## src/rtl/vga_rect_device_pkg.sv

```systemverilog
// -----------------------------------------------------------------------------
// vga_pkg
// Shared types and constants for the rectangle VGA device.
//   rect_t        one rectangle: position, size (10-bit each) and RGB colour
//   REG_*         byte addresses of the 16-entry register window
//   total_len()   sum of the four timing segments of one axis
// -----------------------------------------------------------------------------
package vga_pkg;

    typedef struct packed {
        logic [9:0] x;
        logic [9:0] y;
        logic [9:0] w;
        logic [9:0] h;
        logic [7:0] r;
        logic [7:0] g;
        logic [7:0] b;
    } rect_t;

    localparam logic [3:0] REG_CTRL = 4'h0;
    localparam logic [3:0] REG_SEL  = 4'h1;
    localparam logic [3:0] REG_XL   = 4'h2;
    localparam logic [3:0] REG_XH   = 4'h3;
    localparam logic [3:0] REG_YL   = 4'h4;
    localparam logic [3:0] REG_YH   = 4'h5;
    localparam logic [3:0] REG_WL   = 4'h6;
    localparam logic [3:0] REG_WH   = 4'h7;
    localparam logic [3:0] REG_HL   = 4'h8;
    localparam logic [3:0] REG_HH   = 4'h9;
    localparam logic [3:0] REG_R    = 4'hA;
    localparam logic [3:0] REG_G    = 4'hB;
    localparam logic [3:0] REG_B    = 4'hC;
    localparam logic [3:0] REG_BGR  = 4'hD;
    localparam logic [3:0] REG_BGG  = 4'hE;
    localparam logic [3:0] REG_BGB  = 4'hF;

    function automatic int total_len(input int active, input int fp,
                                     input int sync_len, input int bp);
        return active + fp + sync_len + bp;
    endfunction

endpackage

```

## src/rtl/vga_rect_device_timing_gen.sv

```systemverilog
// -----------------------------------------------------------------------------
// vga_timing_gen
// Pixel-enable divider plus horizontal/vertical raster counters.
//   i_clk, i_rst_n    clock, asynchronous active-low reset
//   o_pe              one-cycle pixel enable, every CLK_DIV clocks (first on
//                     the first edge after reset release)
//   o_x, o_y          current raster position (counter values)
//   o_hsync_n/o_vsync_n  combinational sync levels for the current position
//   o_active          position lies inside the visible area
//   o_in_vblank       y is in the vertical blanking region
//   o_vblank_start    pe at x=0, y=V_ACTIVE (frame-end commit point)
//   o_frame_tick      pe on the last pixel of the frame (y about to wrap)
// -----------------------------------------------------------------------------
module vga_timing_gen
    import vga_pkg::*;
#(
    parameter int CLK_DIV  = 2,
    parameter int H_ACTIVE = 640,
    parameter int H_FP     = 16,
    parameter int H_SYNC   = 96,
    parameter int H_BP     = 48,
    parameter int V_ACTIVE = 480,
    parameter int V_FP     = 10,
    parameter int V_SYNC   = 2,
    parameter int V_BP     = 33
) (
    input  logic       i_clk,
    input  logic       i_rst_n,
    output logic       o_pe,
    output logic [9:0] o_x,
    output logic [9:0] o_y,
    output logic       o_hsync_n,
    output logic       o_vsync_n,
    output logic       o_active,
    output logic       o_in_vblank,
    output logic       o_vblank_start,
    output logic       o_frame_tick
);

    localparam int H_TOTAL = total_len(H_ACTIVE, H_FP, H_SYNC, H_BP);
    localparam int V_TOTAL = total_len(V_ACTIVE, V_FP, V_SYNC, V_BP);

    localparam int DIV_W = (CLK_DIV > 1) ? $clog2(CLK_DIV) : 1;
    localparam logic [DIV_W-1:0] DIV_MAX = DIV_W'(CLK_DIV - 1);

    localparam logic [9:0] H_LAST   = 10'(H_TOTAL - 1);
    localparam logic [9:0] V_LAST   = 10'(V_TOTAL - 1);
    localparam logic [9:0] H_ACT_C  = 10'(H_ACTIVE);
    localparam logic [9:0] V_ACT_C  = 10'(V_ACTIVE);
    localparam logic [9:0] HS_START = 10'(H_ACTIVE + H_FP);
    localparam logic [9:0] HS_END   = 10'(H_ACTIVE + H_FP + H_SYNC);
    localparam logic [9:0] VS_START = 10'(V_ACTIVE + V_FP);
    localparam logic [9:0] VS_END   = 10'(V_ACTIVE + V_FP + V_SYNC);

    logic [DIV_W-1:0] r_div;
    logic [9:0]       r_x;
    logic [9:0]       r_y;
    logic             w_pe;
    logic             w_x_last;
    logic             w_y_last;

    // pe fires while the divider sits at 0, so the very first edge after
    // reset release is already a pixel edge.
    assign w_pe     = (r_div == '0);
    assign w_x_last = (r_x == H_LAST);
    assign w_y_last = (r_y == V_LAST);

    always_ff @(posedge i_clk or negedge i_rst_n) begin
        if (!i_rst_n) begin
            r_div <= '0;
        end else if (r_div == DIV_MAX) begin
            r_div <= '0;
        end else begin
            r_div <= r_div + 1'b1;
        end
    end

    always_ff @(posedge i_clk or negedge i_rst_n) begin
        if (!i_rst_n) begin
            r_x <= '0;
            r_y <= '0;
        end else if (w_pe) begin
            if (w_x_last) begin
                r_x <= '0;
                r_y <= w_y_last ? 10'd0 : r_y + 10'd1;
            end else begin
                r_x <= r_x + 10'd1;
            end
        end
    end

    assign o_pe           = w_pe;
    assign o_x            = r_x;
    assign o_y            = r_y;
    assign o_hsync_n      = !((r_x >= HS_START) && (r_x < HS_END));
    assign o_vsync_n      = !((r_y >= VS_START) && (r_y < VS_END));
    assign o_active       = (r_x < H_ACT_C) && (r_y < V_ACT_C);
    assign o_in_vblank    = (r_y >= V_ACT_C);
    assign o_vblank_start = w_pe && (r_x == 10'd0) && (r_y == V_ACT_C);
    assign o_frame_tick   = w_pe && w_x_last && w_y_last;

endmodule

```

## src/rtl/vga_rect_device.sv

```systemverilog
// -----------------------------------------------------------------------------
// vga_rect_device
// Bus-mapped VGA controller drawing up to RECTS solid rectangles over a
// background colour. CPU writes go to shadow registers; a commit request is
// applied at the start of vertical blanking so a frame never shows a
// half-updated rectangle set.
//   clk, rst_n                 clock, asynchronous active-low reset
//   address/enable/mode/data_in  bus access (mode 1 = write), sampled on clk
//   data_out                   registered read data (holds between reads)
//   red/green/blue             pixel colour, 0 outside active video
//   hsync/vsync                active-low syncs, aligned with colour
//   blank                      1 during active video
//   sync                       constant 0
// -----------------------------------------------------------------------------
module vga_rect_device
    import vga_pkg::*;
#(
    parameter int RECTS    = 4,
    parameter int CLK_DIV  = 2,
    parameter int H_ACTIVE = 640,
    parameter int H_FP     = 16,
    parameter int H_SYNC   = 96,
    parameter int H_BP     = 48,
    parameter int V_ACTIVE = 480,
    parameter int V_FP     = 10,
    parameter int V_SYNC   = 2,
    parameter int V_BP     = 33
) (
    input  logic       clk,
    input  logic       rst_n,
    input  logic [3:0] address,
    input  logic       enable,
    input  logic       mode,
    input  logic [7:0] data_in,
    output logic [7:0] data_out,
    output logic [7:0] red,
    output logic [7:0] green,
    output logic [7:0] blue,
    output logic       hsync,
    output logic       vsync,
    output logic       blank,
    output logic       sync
);

    localparam int SEL_W = (RECTS > 1) ? $clog2(RECTS) : 1;

    logic             w_pe;
    logic [9:0]       w_x;
    logic [9:0]       w_y;
    logic             w_hsync_n;
    logic             w_vsync_n;
    logic             w_active;
    logic             w_in_vblank;
    logic             w_vblank_start;
    logic             w_frame_tick;

    rect_t            r_shadow [RECTS];
    rect_t            r_live   [RECTS];
    logic [23:0]      r_bg_shadow;
    logic [23:0]      r_bg_live;
    logic [SEL_W-1:0] r_sel;
    logic             r_display_en;
    logic             r_commit_pend;
    logic [7:0]       r_frame_cnt;
    logic [7:0]       r_data_out;
    logic [7:0]       r_red;
    logic [7:0]       r_green;
    logic [7:0]       r_blue;
    logic             r_hsync;
    logic             r_vsync;
    logic             r_blank;

    logic             w_wr;
    logic             w_rd;
    logic             w_commit_now;
    logic [SEL_W-1:0] w_sel_wrapped;
    logic [7:0]       w_rd_data;
    logic [23:0]      w_pix_rgb;
    logic [10:0]      w_x11;
    logic [10:0]      w_y11;
    rect_t            w_sel_rect;

    vga_timing_gen #(
        .CLK_DIV  (CLK_DIV),
        .H_ACTIVE (H_ACTIVE),
        .H_FP     (H_FP),
        .H_SYNC   (H_SYNC),
        .H_BP     (H_BP),
        .V_ACTIVE (V_ACTIVE),
        .V_FP     (V_FP),
        .V_SYNC   (V_SYNC),
        .V_BP     (V_BP)
    ) u_timing (
        .i_clk          (clk),
        .i_rst_n        (rst_n),
        .o_pe           (w_pe),
        .o_x            (w_x),
        .o_y            (w_y),
        .o_hsync_n      (w_hsync_n),
        .o_vsync_n      (w_vsync_n),
        .o_active       (w_active),
        .o_in_vblank    (w_in_vblank),
        .o_vblank_start (w_vblank_start),
        .o_frame_tick   (w_frame_tick)
    );

    assign w_wr          = enable && mode;
    assign w_rd          = enable && !mode;
    assign w_commit_now  = w_vblank_start && r_commit_pend;
    assign w_sel_wrapped = SEL_W'(int'(data_in) % RECTS);
    assign w_sel_rect    = r_shadow[r_sel];

    // Register bank and commit. The live copy takes the shadow contents from
    // before any write in the same cycle; a CTRL commit write in the commit
    // cycle wins over the clear, leaving the request pending for next frame.
    always_ff @(posedge clk or negedge rst_n) begin
        if (!rst_n) begin
            for (int i = 0; i < RECTS; i++) begin
                r_shadow[i] <= '0;
                r_live[i]   <= '0;
            end
            r_bg_shadow   <= '0;
            r_bg_live     <= '0;
            r_sel         <= '0;
            r_display_en  <= 1'b0;
            r_commit_pend <= 1'b0;
            r_frame_cnt   <= '0;
        end else begin
            if (w_commit_now) begin
                for (int i = 0; i < RECTS; i++) begin
                    r_live[i] <= r_shadow[i];
                end
                r_bg_live     <= r_bg_shadow;
                r_commit_pend <= 1'b0;
            end
            if (w_frame_tick) begin
                r_frame_cnt <= r_frame_cnt + 8'd1;
            end
            if (w_wr) begin
                case (address)
                    REG_CTRL: begin
                        r_display_en <= data_in[0];
                        if (data_in[1]) begin
                            r_commit_pend <= 1'b1;
                        end
                    end
                    REG_SEL: r_sel                  <= w_sel_wrapped;
                    REG_XL:  r_shadow[r_sel].x[7:0] <= data_in;
                    REG_XH:  r_shadow[r_sel].x[9:8] <= data_in[1:0];
                    REG_YL:  r_shadow[r_sel].y[7:0] <= data_in;
                    REG_YH:  r_shadow[r_sel].y[9:8] <= data_in[1:0];
                    REG_WL:  r_shadow[r_sel].w[7:0] <= data_in;
                    REG_WH:  r_shadow[r_sel].w[9:8] <= data_in[1:0];
                    REG_HL:  r_shadow[r_sel].h[7:0] <= data_in;
                    REG_HH:  r_shadow[r_sel].h[9:8] <= data_in[1:0];
                    REG_R:   r_shadow[r_sel].r      <= data_in;
                    REG_G:   r_shadow[r_sel].g      <= data_in;
                    REG_B:   r_shadow[r_sel].b      <= data_in;
                    REG_BGR: r_bg_shadow[23:16]     <= data_in;
                    REG_BGG: r_bg_shadow[15:8]      <= data_in;
                    REG_BGB: r_bg_shadow[7:0]       <= data_in;
                    default: ;
                endcase
            end
        end
    end

    always_comb begin
        w_rd_data = 8'h00;
        case (address)
            REG_CTRL: w_rd_data = {r_frame_cnt[5:0], r_commit_pend, w_in_vblank};
            REG_SEL:  w_rd_data = 8'(r_sel);
            REG_XL:   w_rd_data = w_sel_rect.x[7:0];
            REG_XH:   w_rd_data = {6'd0, w_sel_rect.x[9:8]};
            REG_YL:   w_rd_data = w_sel_rect.y[7:0];
            REG_YH:   w_rd_data = {6'd0, w_sel_rect.y[9:8]};
            REG_WL:   w_rd_data = w_sel_rect.w[7:0];
            REG_WH:   w_rd_data = {6'd0, w_sel_rect.w[9:8]};
            REG_HL:   w_rd_data = w_sel_rect.h[7:0];
            REG_HH:   w_rd_data = {6'd0, w_sel_rect.h[9:8]};
            REG_R:    w_rd_data = w_sel_rect.r;
            REG_G:    w_rd_data = w_sel_rect.g;
            REG_B:    w_rd_data = w_sel_rect.b;
            REG_BGR:  w_rd_data = r_bg_shadow[23:16];
            REG_BGG:  w_rd_data = r_bg_shadow[15:8];
            REG_BGB:  w_rd_data = r_bg_shadow[7:0];
            default:  w_rd_data = 8'h00;
        endcase
    end

    always_ff @(posedge clk or negedge rst_n) begin
        if (!rst_n) begin
            r_data_out <= '0;
        end else if (w_rd) begin
            r_data_out <= w_rd_data;
        end
    end

    // Priority mux: scanning from the highest index down lets the lowest
    // index overwrite last. End coordinates use 11 bits so X+W never wraps.
    assign w_x11 = {1'b0, w_x};
    assign w_y11 = {1'b0, w_y};

    always_comb begin
        w_pix_rgb = r_bg_live;
        for (int i = RECTS - 1; i >= 0; i--) begin
            if ((r_live[i].w != 10'd0) && (r_live[i].h != 10'd0) &&
                (w_x11 >= {1'b0, r_live[i].x}) &&
                (w_x11 < ({1'b0, r_live[i].x} + {1'b0, r_live[i].w})) &&
                (w_y11 >= {1'b0, r_live[i].y}) &&
                (w_y11 < ({1'b0, r_live[i].y} + {1'b0, r_live[i].h}))) begin
                w_pix_rgb = {r_live[i].r, r_live[i].g, r_live[i].b};
            end
        end
    end

    // Colour and syncs share one register stage so they stay aligned.
    always_ff @(posedge clk or negedge rst_n) begin
        if (!rst_n) begin
            r_red   <= '0;
            r_green <= '0;
            r_blue  <= '0;
            r_hsync <= 1'b1;
            r_vsync <= 1'b1;
            r_blank <= 1'b0;
        end else if (w_pe) begin
            if (!w_active) begin
                {r_red, r_green, r_blue} <= 24'h000000;
            end else if (!r_display_en) begin
                {r_red, r_green, r_blue} <= r_bg_live;
            end else begin
                {r_red, r_green, r_blue} <= w_pix_rgb;
            end
            r_hsync <= w_hsync_n;
            r_vsync <= w_vsync_n;
            r_blank <= w_active;
        end
    end

    assign data_out = r_data_out;
    assign red      = r_red;
    assign green    = r_green;
    assign blue     = r_blue;
    assign hsync    = r_hsync;
    assign vsync    = r_vsync;
    assign blank    = r_blank;
    assign sync     = 1'b0;

endmodule

```

## config.mk

```make
export PLATFORM = sky130hd
export DESIGN_NAME = vga_rect_device
export DESIGN_NICKNAME = d
export VERILOG_FILES = /design/src/rtl/vga_rect_device_pkg.sv /design/src/rtl/vga_rect_device_timing_gen.sv /design/src/rtl/vga_rect_device.sv
export SDC_FILE = /design/constraint.sdc
export NUM_CORES = 1
export LEC_CHECK = 0
export CAP_MARGIN = 20
export CORE_MARGIN = 2
export CORE_UTILIZATION = 35
export CTS_CLUSTER_DIAMETER = 30
export DETAILED_ROUTE_END_ITERATION = 10
export PLACE_DENSITY = 0.59
export SETUP_SLACK_MARGIN = 0.3
export SKIP_CTS_REPAIR_TIMING = 1
export SYNTH_ARGS = -nofsm -noshare
export SYNTH_HDL_FRONTEND = slang
export SYNTH_SLANG_ARGS = --single-unit
```

## constraint.sdc

```tcl
create_clock -name clk -period 4.15 [get_ports clk]
set_input_delay 0.415 -clock clk [delete_from_list [all_inputs] [get_ports clk]]
set_output_delay 0.415 -clock clk [all_outputs]
set_load 0.01 [all_outputs]
```

**Word level (Yosys, flattened, before mapping)**

Index checks and enable logic that the tools add are counted.

- Register bits: 628
- Input bits: 16
- Output and inout port bits: 36
- Logic and storage cells: 238

- Add/subtract/negate cells: 12
- Magnitude comparators: 25
- Eq/ne operators: 18
- Multiplexer cells: 55
- Bitwise gates (word level): 2
- Reduce and logical (&&, ||, !) cells: 52

Operators with widths:

| kind | count |
|---|---|
| $bwmux W256 | 11 |
| $pmux W256 S11 | 1 |
| $demux W64 S2 | 11 |
| $mux W64 | 3 |
| $bmux W64 S2 | 1 |
| $pmux W8 S16 | 1 |
| $mux W24 | 5 |
| $add A10 B10 Y11 | 8 |
| $lt A10 B11 Y1 | 8 |
| $ge A10 B10 Y1 | 8 |
| $reduce_bool A10 Y1 | 8 |
| $mux W62 | 1 |
| $mux W8 | 7 |
| $mux W54 | 1 |
| $mux W52 | 1 |
| $mux W44 | 1 |
| $mux W42 | 1 |
| $mux W34 | 1 |
| $eq A4 B4 Y1 const B | 8 |
| $mux W32 | 1 |
| $logic_and A1 B1 Y1 | 31 |
| $add A10 B1 Y10 const B | 2 |
| $eq A10 B10 Y1 const B | 2 |
| $ge A10 B9 Y1 const B | 2 |
| other kinds (21) | 40 |

**Longest topological paths before layout**

- Depth in word-level cells: 12
- Gate-level depth with buffers: 20
- Mapped depth without buffers: 18

**By module**

A second synthesis with hierarchy kept.

- Cell total of the unflattened synthesis: 2920
- Area total of the unflattened synthesis: 34528.1 um^2

By module, submodules not included:

| module | instances | cells an instance | area each (um^2) | seq. area each (um^2) |
|---|---|---|---|---|
| vga_rect_device | 1 | 2801 | 33318.2 | 15142.0 |
| vga_timing_gen | 1 | 119 | 1209.9 | 525.5 |

**Least setup slack after synthesis**

No wires, ideal clock.

- Path kind: register -> register
- Start point: register r_live[99] (netlist bit)
- End point: register r_red[6], in the netlist red[6]
- Library setup time: 92 ps
- Arrival time: 3788 ps
- Data required time: 4058 ps
- Slack: 271 ps
- Cell stages (with the launch flop): 19
- Path buffers: 1
- Period minus slack after synthesis: 3879 ps
- Path through: dfrtp_1 ha_1 a21o_1 a21oi_1 o21bai_1 a21oi_1 o21bai_1 a21o_1 o311a_1 ha_1 a21oi_1 nor3b_1 o21ai_0 o211ai_1 o211a_2 a21boi_1 buf_4 a2111oi_2 o31ai_2

- Longest elaborated chain between the ends: 11
- Elaborated cells on any way between the ends: 13
- Those cells by class: add/sub: 1; order compare: 1; mux: 5; reduce/logical: 6

RTL lines:

| what | line | text |
|---|---|---|
| start, declared | vga_rect_device.sv:58 | `rect_t r_live [RECTS];` |
| start signal, assigned by index | vga_rect_device.sv:131 | `r_live[i] <= r_shadow[i];` |
| branches (longest 3 deep; another with $add A10 B10 Y11) | -- |  |
| $logic_and A1 B1 Y1 * | vga_rect_device.sv:208 | `(w_x11 >= {1'b0, r_live[i].x}) &&` |
| $logic_and A1 B1 Y1 * | vga_rect_device.sv:209 | `(w_x11 < ({1'b0, r_live[i].x} + {1'b0, r_live[i].w})) &&` |
| $logic_and A1 B1 Y1 * | vga_rect_device.sv:210 | `(w_y11 >= {1'b0, r_live[i].y}) &&` |
| $mux W24 * (3 in series) | vga_rect_device.sv:207 | `if ((r_live[i].w != 10'd0) && (r_live[i].h != 10'd0) &&` |
| $mux W8 * | vga_rect_device.sv:229 | `end else if (!r_display_en) begin` |
| $mux W8 * | vga_rect_device.sv:227 | `if (!w_active) begin` |
| end signal, assigned | vga_rect_device.sv:230 | `{r_red, r_green, r_blue} <= r_bg_live;` |
| end signal, assigned | vga_rect_device.sv:232 | `{r_red, r_green, r_blue} <= w_pix_rgb;` |
| end, declared | vga_rect_device.sv:66 | `logic [7:0] r_red;` |

Mark *: on every way between the ends.
A chain may end at the register's enable or synchronous reset.

**Worst setup path after layout**

- Start point: register r_live[99] (netlist bit)
- End point: register r_green[3], in the netlist green[3]

- Longest elaborated chain between the ends: 11
- Elaborated cells on any way between the ends: 13
- Those cells by class: add/sub: 1; order compare: 1; mux: 5; reduce/logical: 6

RTL lines:

| what | line | text |
|---|---|---|
| branches (longest 3 deep; another with $add A10 B10 Y11) | -- |  |
| $logic_and A1 B1 Y1 * | vga_rect_device.sv:208 |  |
| $logic_and A1 B1 Y1 * | vga_rect_device.sv:209 |  |
| $logic_and A1 B1 Y1 * | vga_rect_device.sv:210 |  |
| $mux W24 * (3 in series) | vga_rect_device.sv:207 |  |
| $mux W8 * | vga_rect_device.sv:229 |  |
| $mux W8 * | vga_rect_device.sv:227 |  |
| end signal, assigned | vga_rect_device.sv:230 |  |
| end signal, assigned | vga_rect_device.sv:232 |  |
| end, declared | vga_rect_device.sv:67 | `logic [7:0] r_green;` |

Marked as above.

==> impl_metrics.csv <==
group,metric,value,unit
run_status,status,"finished with violations",
run_status,violations,"negative setup slack",
synthesis,syn-mean-instance-area,11.83,um2
cells_and_area,seq_area,15680,um2
synthesis,ys_warn_count,0,
power,power.share.clock,0.569,
timing,finalCritPeriodShare,1.003,
placement,port_buffers,50,
critical_path,timing.rr.end,"green[3]",
cells_and_area,fin_nets,3436,
power,p_leak,20.24,nW
cells_and_area,area_growth,25.20,%
synthesis,synth_compound_gate_area_share,0.1132,
floorplan,io_pins,52,
floorplan,fp.dieW,319.9,um
synthesis,synth_top_family_by_area,"multiplexers",
timing,finalHoldViolations,0,
flow_run,maxCapViolations,0,
synthesis,syn-cell-area,34920,um2
critical_path,reg2reg_depth,19,
placement,placed_cell_area,37610,um2
power,max-vdd-ir-drop,0.0003319,V
drt,wl,113700,um
critical_path,cp_slowest_cell,"dfrtp_1",
timing,setup_ws,-0.01315,ns
power,comb_power_share,0.080,
synthesis,syn_nets,3212,
clocking,root_buffer,"clkbuf_16",
drt,drc,0,
clocking,cts_buffer_depth,3,
synthesis,ys_types,86,
synthesis,synthAdderAreaFrac,0.08951,
grt,antenna_found_initial,4,
clocking,clk_pin_slew,0.04,ns
synthesis,muxShareOfSynthArea,0.2226,
grt,grt_pass1_wl,166600,um
timing,slew_headroom,0.2601,
power,p_int,14.70,mW
timing,timing.hold.ws,0.2807,ns
power,seqPwrFrac,0.351,
timing,clock_skew,0.03071,ns
grt,grt_max_degree,111,
synthesis,synth-seq-area-share,0.4487,
critical_path,cp_data_arrival_time,4.80,ns
cells_and_area,final_common_cell,"dfrtp_1",
critical_path,cp-start-kind,"register",
clocking,clock-sinks,626,
critical_path,required,4.78,ns
clocking,clock_latency,0.74,ns
critical_path,cp_common_cell,"a21oi_2",
cells_and_area,final_cell_mix,"618 x dfrtp_1, 333 x mux2_2, 228 x ha_1",
cells_and_area,layout-drive-gt1-share,0.2929,
timing,fin_tns_setup,-0.02726,ns
power,finalPower,19.82,mW
critical_path,crit_chain,"ha_1 -> a21o_1 -> a21oi_2 -> o21bai_1 -> a21oi_2 -> o21bai_1 -> a21o_1 -> o311a_1 -> ha_4 -> a21oi_2 -> nor3b_2 -> o21ai_0 -> o211ai_1 -> o211a_4 -> a21boi_4 -> buf_4 -> clkbuf_16 -> a2111oi_4 -> o31ai_2",
floorplan,fp.dieH,319.9,um
hold_path,hold_path.class,"input port to asynchronous set/reset pin",
drt,first_iter_violations,2062,
grt,grt_pass1_vias,25424,
critical_path,cp_top_family,"compound AO/OA/AOI/OAI gates",
power,power_density,453.4,nW/um2
timing,worst_pin_slew,1.102,ns
critical_path,path_class,"register to register",
synthesis,synthXorXnorAreaFrac,0.01555,
cells_and_area,multi_input_area,18860,um2
grt,grt_overflow,0,
drt,num_vias,25714,
synthesis,async_flop_share,1.000,
critical_path,path_max_fanout,6,
placement,place.gp.congestion,0.9500,
drt,drtPass1Iterations,5,
timing,report.final.slew_viol_count,0,
cells_and_area,fin_area,43720,um2
floorplan,initial_core_util,0.3538,
grt,grt.total_usage,0.2166,
clocking,cts_tree,"done",
drt,wl_per_cell,24.86,um
placement,dp_worst_setup_slack,-0.09739,ns
critical_path,cp_num_buf_inv,2,
synthesis,synth_edf_count,0,
clocking,cts_buffers,142,
floorplan,core,98710,um2
synthesis,yosys.area_share.simple,0.07930,
drt,routed_via_density,5.619,
cells_and_area,nFillCells,8945,
critical_path,reg2reg_slack,-0.01,ns
synthesis,ys_seq_elements,626,
timing,fmax,240.2,MHz
power,p_sw_frac,0.2586,
drt,postRouteAntennaNets,0,
synthesis,synth_ff_type,"dfrtp_1",
timing,fin_crit,4.163,ns
placement,dp_hpwl,78230,um
critical_path,slowest_delay,0.38,ns
synthesis,netlist_instances,2951,
floorplan,rows,115,
critical_path,cp-end-kind,"register",
critical_path,r2r-start,"r_live[99]",
floorplan,die_area,102300,um2
timing,setup_violations,5,
critical_path,cp_num_cells,19,
timing,rsz0062_at_grt,"yes",
clocking,htreeDepth,4,
power,p_switching,5.125,mW
worst max path at each step:
| stage | slack (ns) | start | endpoint |
|---|---|---|---|
| final | -0.01 | r_live[99] | green[3] |
| after global routing | -0.18 | r_live[152] | green[4] |
| after CTS | -0.13 | r_live[99] | blue[0] |
| after detailed placement | -0.1 | r_live[99] | blue[0] |
| after global placement | -0.02 | r_live[152] | red[2] |
| after floorplan | 0.34 | r_live[217] | blue[1] |
area by class of cell:
class | count | area share
clock buffers | 171 | 0.08789
repair buffers | 210 | 0.05051
clock inverters | 86 | 0.02421
inverters | 122 | 0.01047
well taps | 1287 | 0.03683
diodes | 1 | 0.00005724
multi-input cells | 2073 | 0.4314
flip-flops and latches | 626 | 0.3587
per-layer routing:
| metal | global-route usage | wire length [um] | vias up |
|---|---|---|---|
| met5 | 0 | 28 | - |
| met4 | 0.07689 | 3512 | 6 |
| met3 | 0.04135 | 6901 | 207 |
| met2 | 0.3387 | 52590 | 842 |
| met1 | 0.2994 | 50710 | 13230 |
| li1 | - | - | 11429 |
Yosys cell counts (all sizes together), types with 8 or more instances:
master | number | share of area
dfrtp | 624 | 0.45
mux2 | 533 | 0.17
ha | 237 | 0.085
nor2 | 175 | 0.019
nand2 | 163 | 0.018
o21ai | 150 | 0.021
a21oi | 127 | 0.018
inv | 122 | 0.013
clkbuf | 74 | 0.0083
mux4 | 64 | 0.041
buf | 56 | 0.0097
xnor2 | 37 | 0.0093
nand3 | 36 | 0.0053
nor3 | 36 | 0.0053
mux2i | 33 | 0.0095
a2111oi | 32 | 0.012
o31ai | 31 | 0.0095
nand2b | 27 | 0.0048
a21boi | 26 | 0.0056
a32oi | 26 | 0.0065
nand4b | 25 | 0.0063
xor2 | 25 | 0.0063
a21o | 24 | 0.0052
a22oi | 21 | 0.0045
nor4 | 21 | 0.0038
o21bai | 21 | 0.0045
nor2b | 19 | 0.0034
o21a | 19 | 0.0041
nand4 | 18 | 0.0032
a211oi | 17 | 0.0037
o211ai | 16 | 0.0034
a31oi | 9 | 0.0016
o2111ai | 9 | 0.0023
fa | 8 | 0.0046
per-stage QoR:
stage          std cells    util
2_1_floorplan       2951       -
3_3_place_gp        4282  0.3811
3_5_place_dp        4282  0.3811
4_1_cts             4539  0.4307
5_1_grt             4575  0.4429
6_report            4576  0.4429
logic make-up after synthesis:
group | count (synthesis)
and+or+nand+nor | 568
other | 1
DFF | 626
xor gates and xnor gates | 62
adders and majority gates | 245
muxes | 630
buffers and inverters | 252
AOI/OAI and AO/OA | 567
power groups by stage:
stage               combinational (mW)  sequential, mW  clock (mW)
global route                      1.68            6.98        11.8
detailed placement                1.55            7.03           0
CTS                               1.57            6.94        11.4
floorplan                        0.910            6.74           0
finish                            1.59            6.96        11.3
global placement                  1.54            7.02           0
Power figures use the tool's default switching activity.
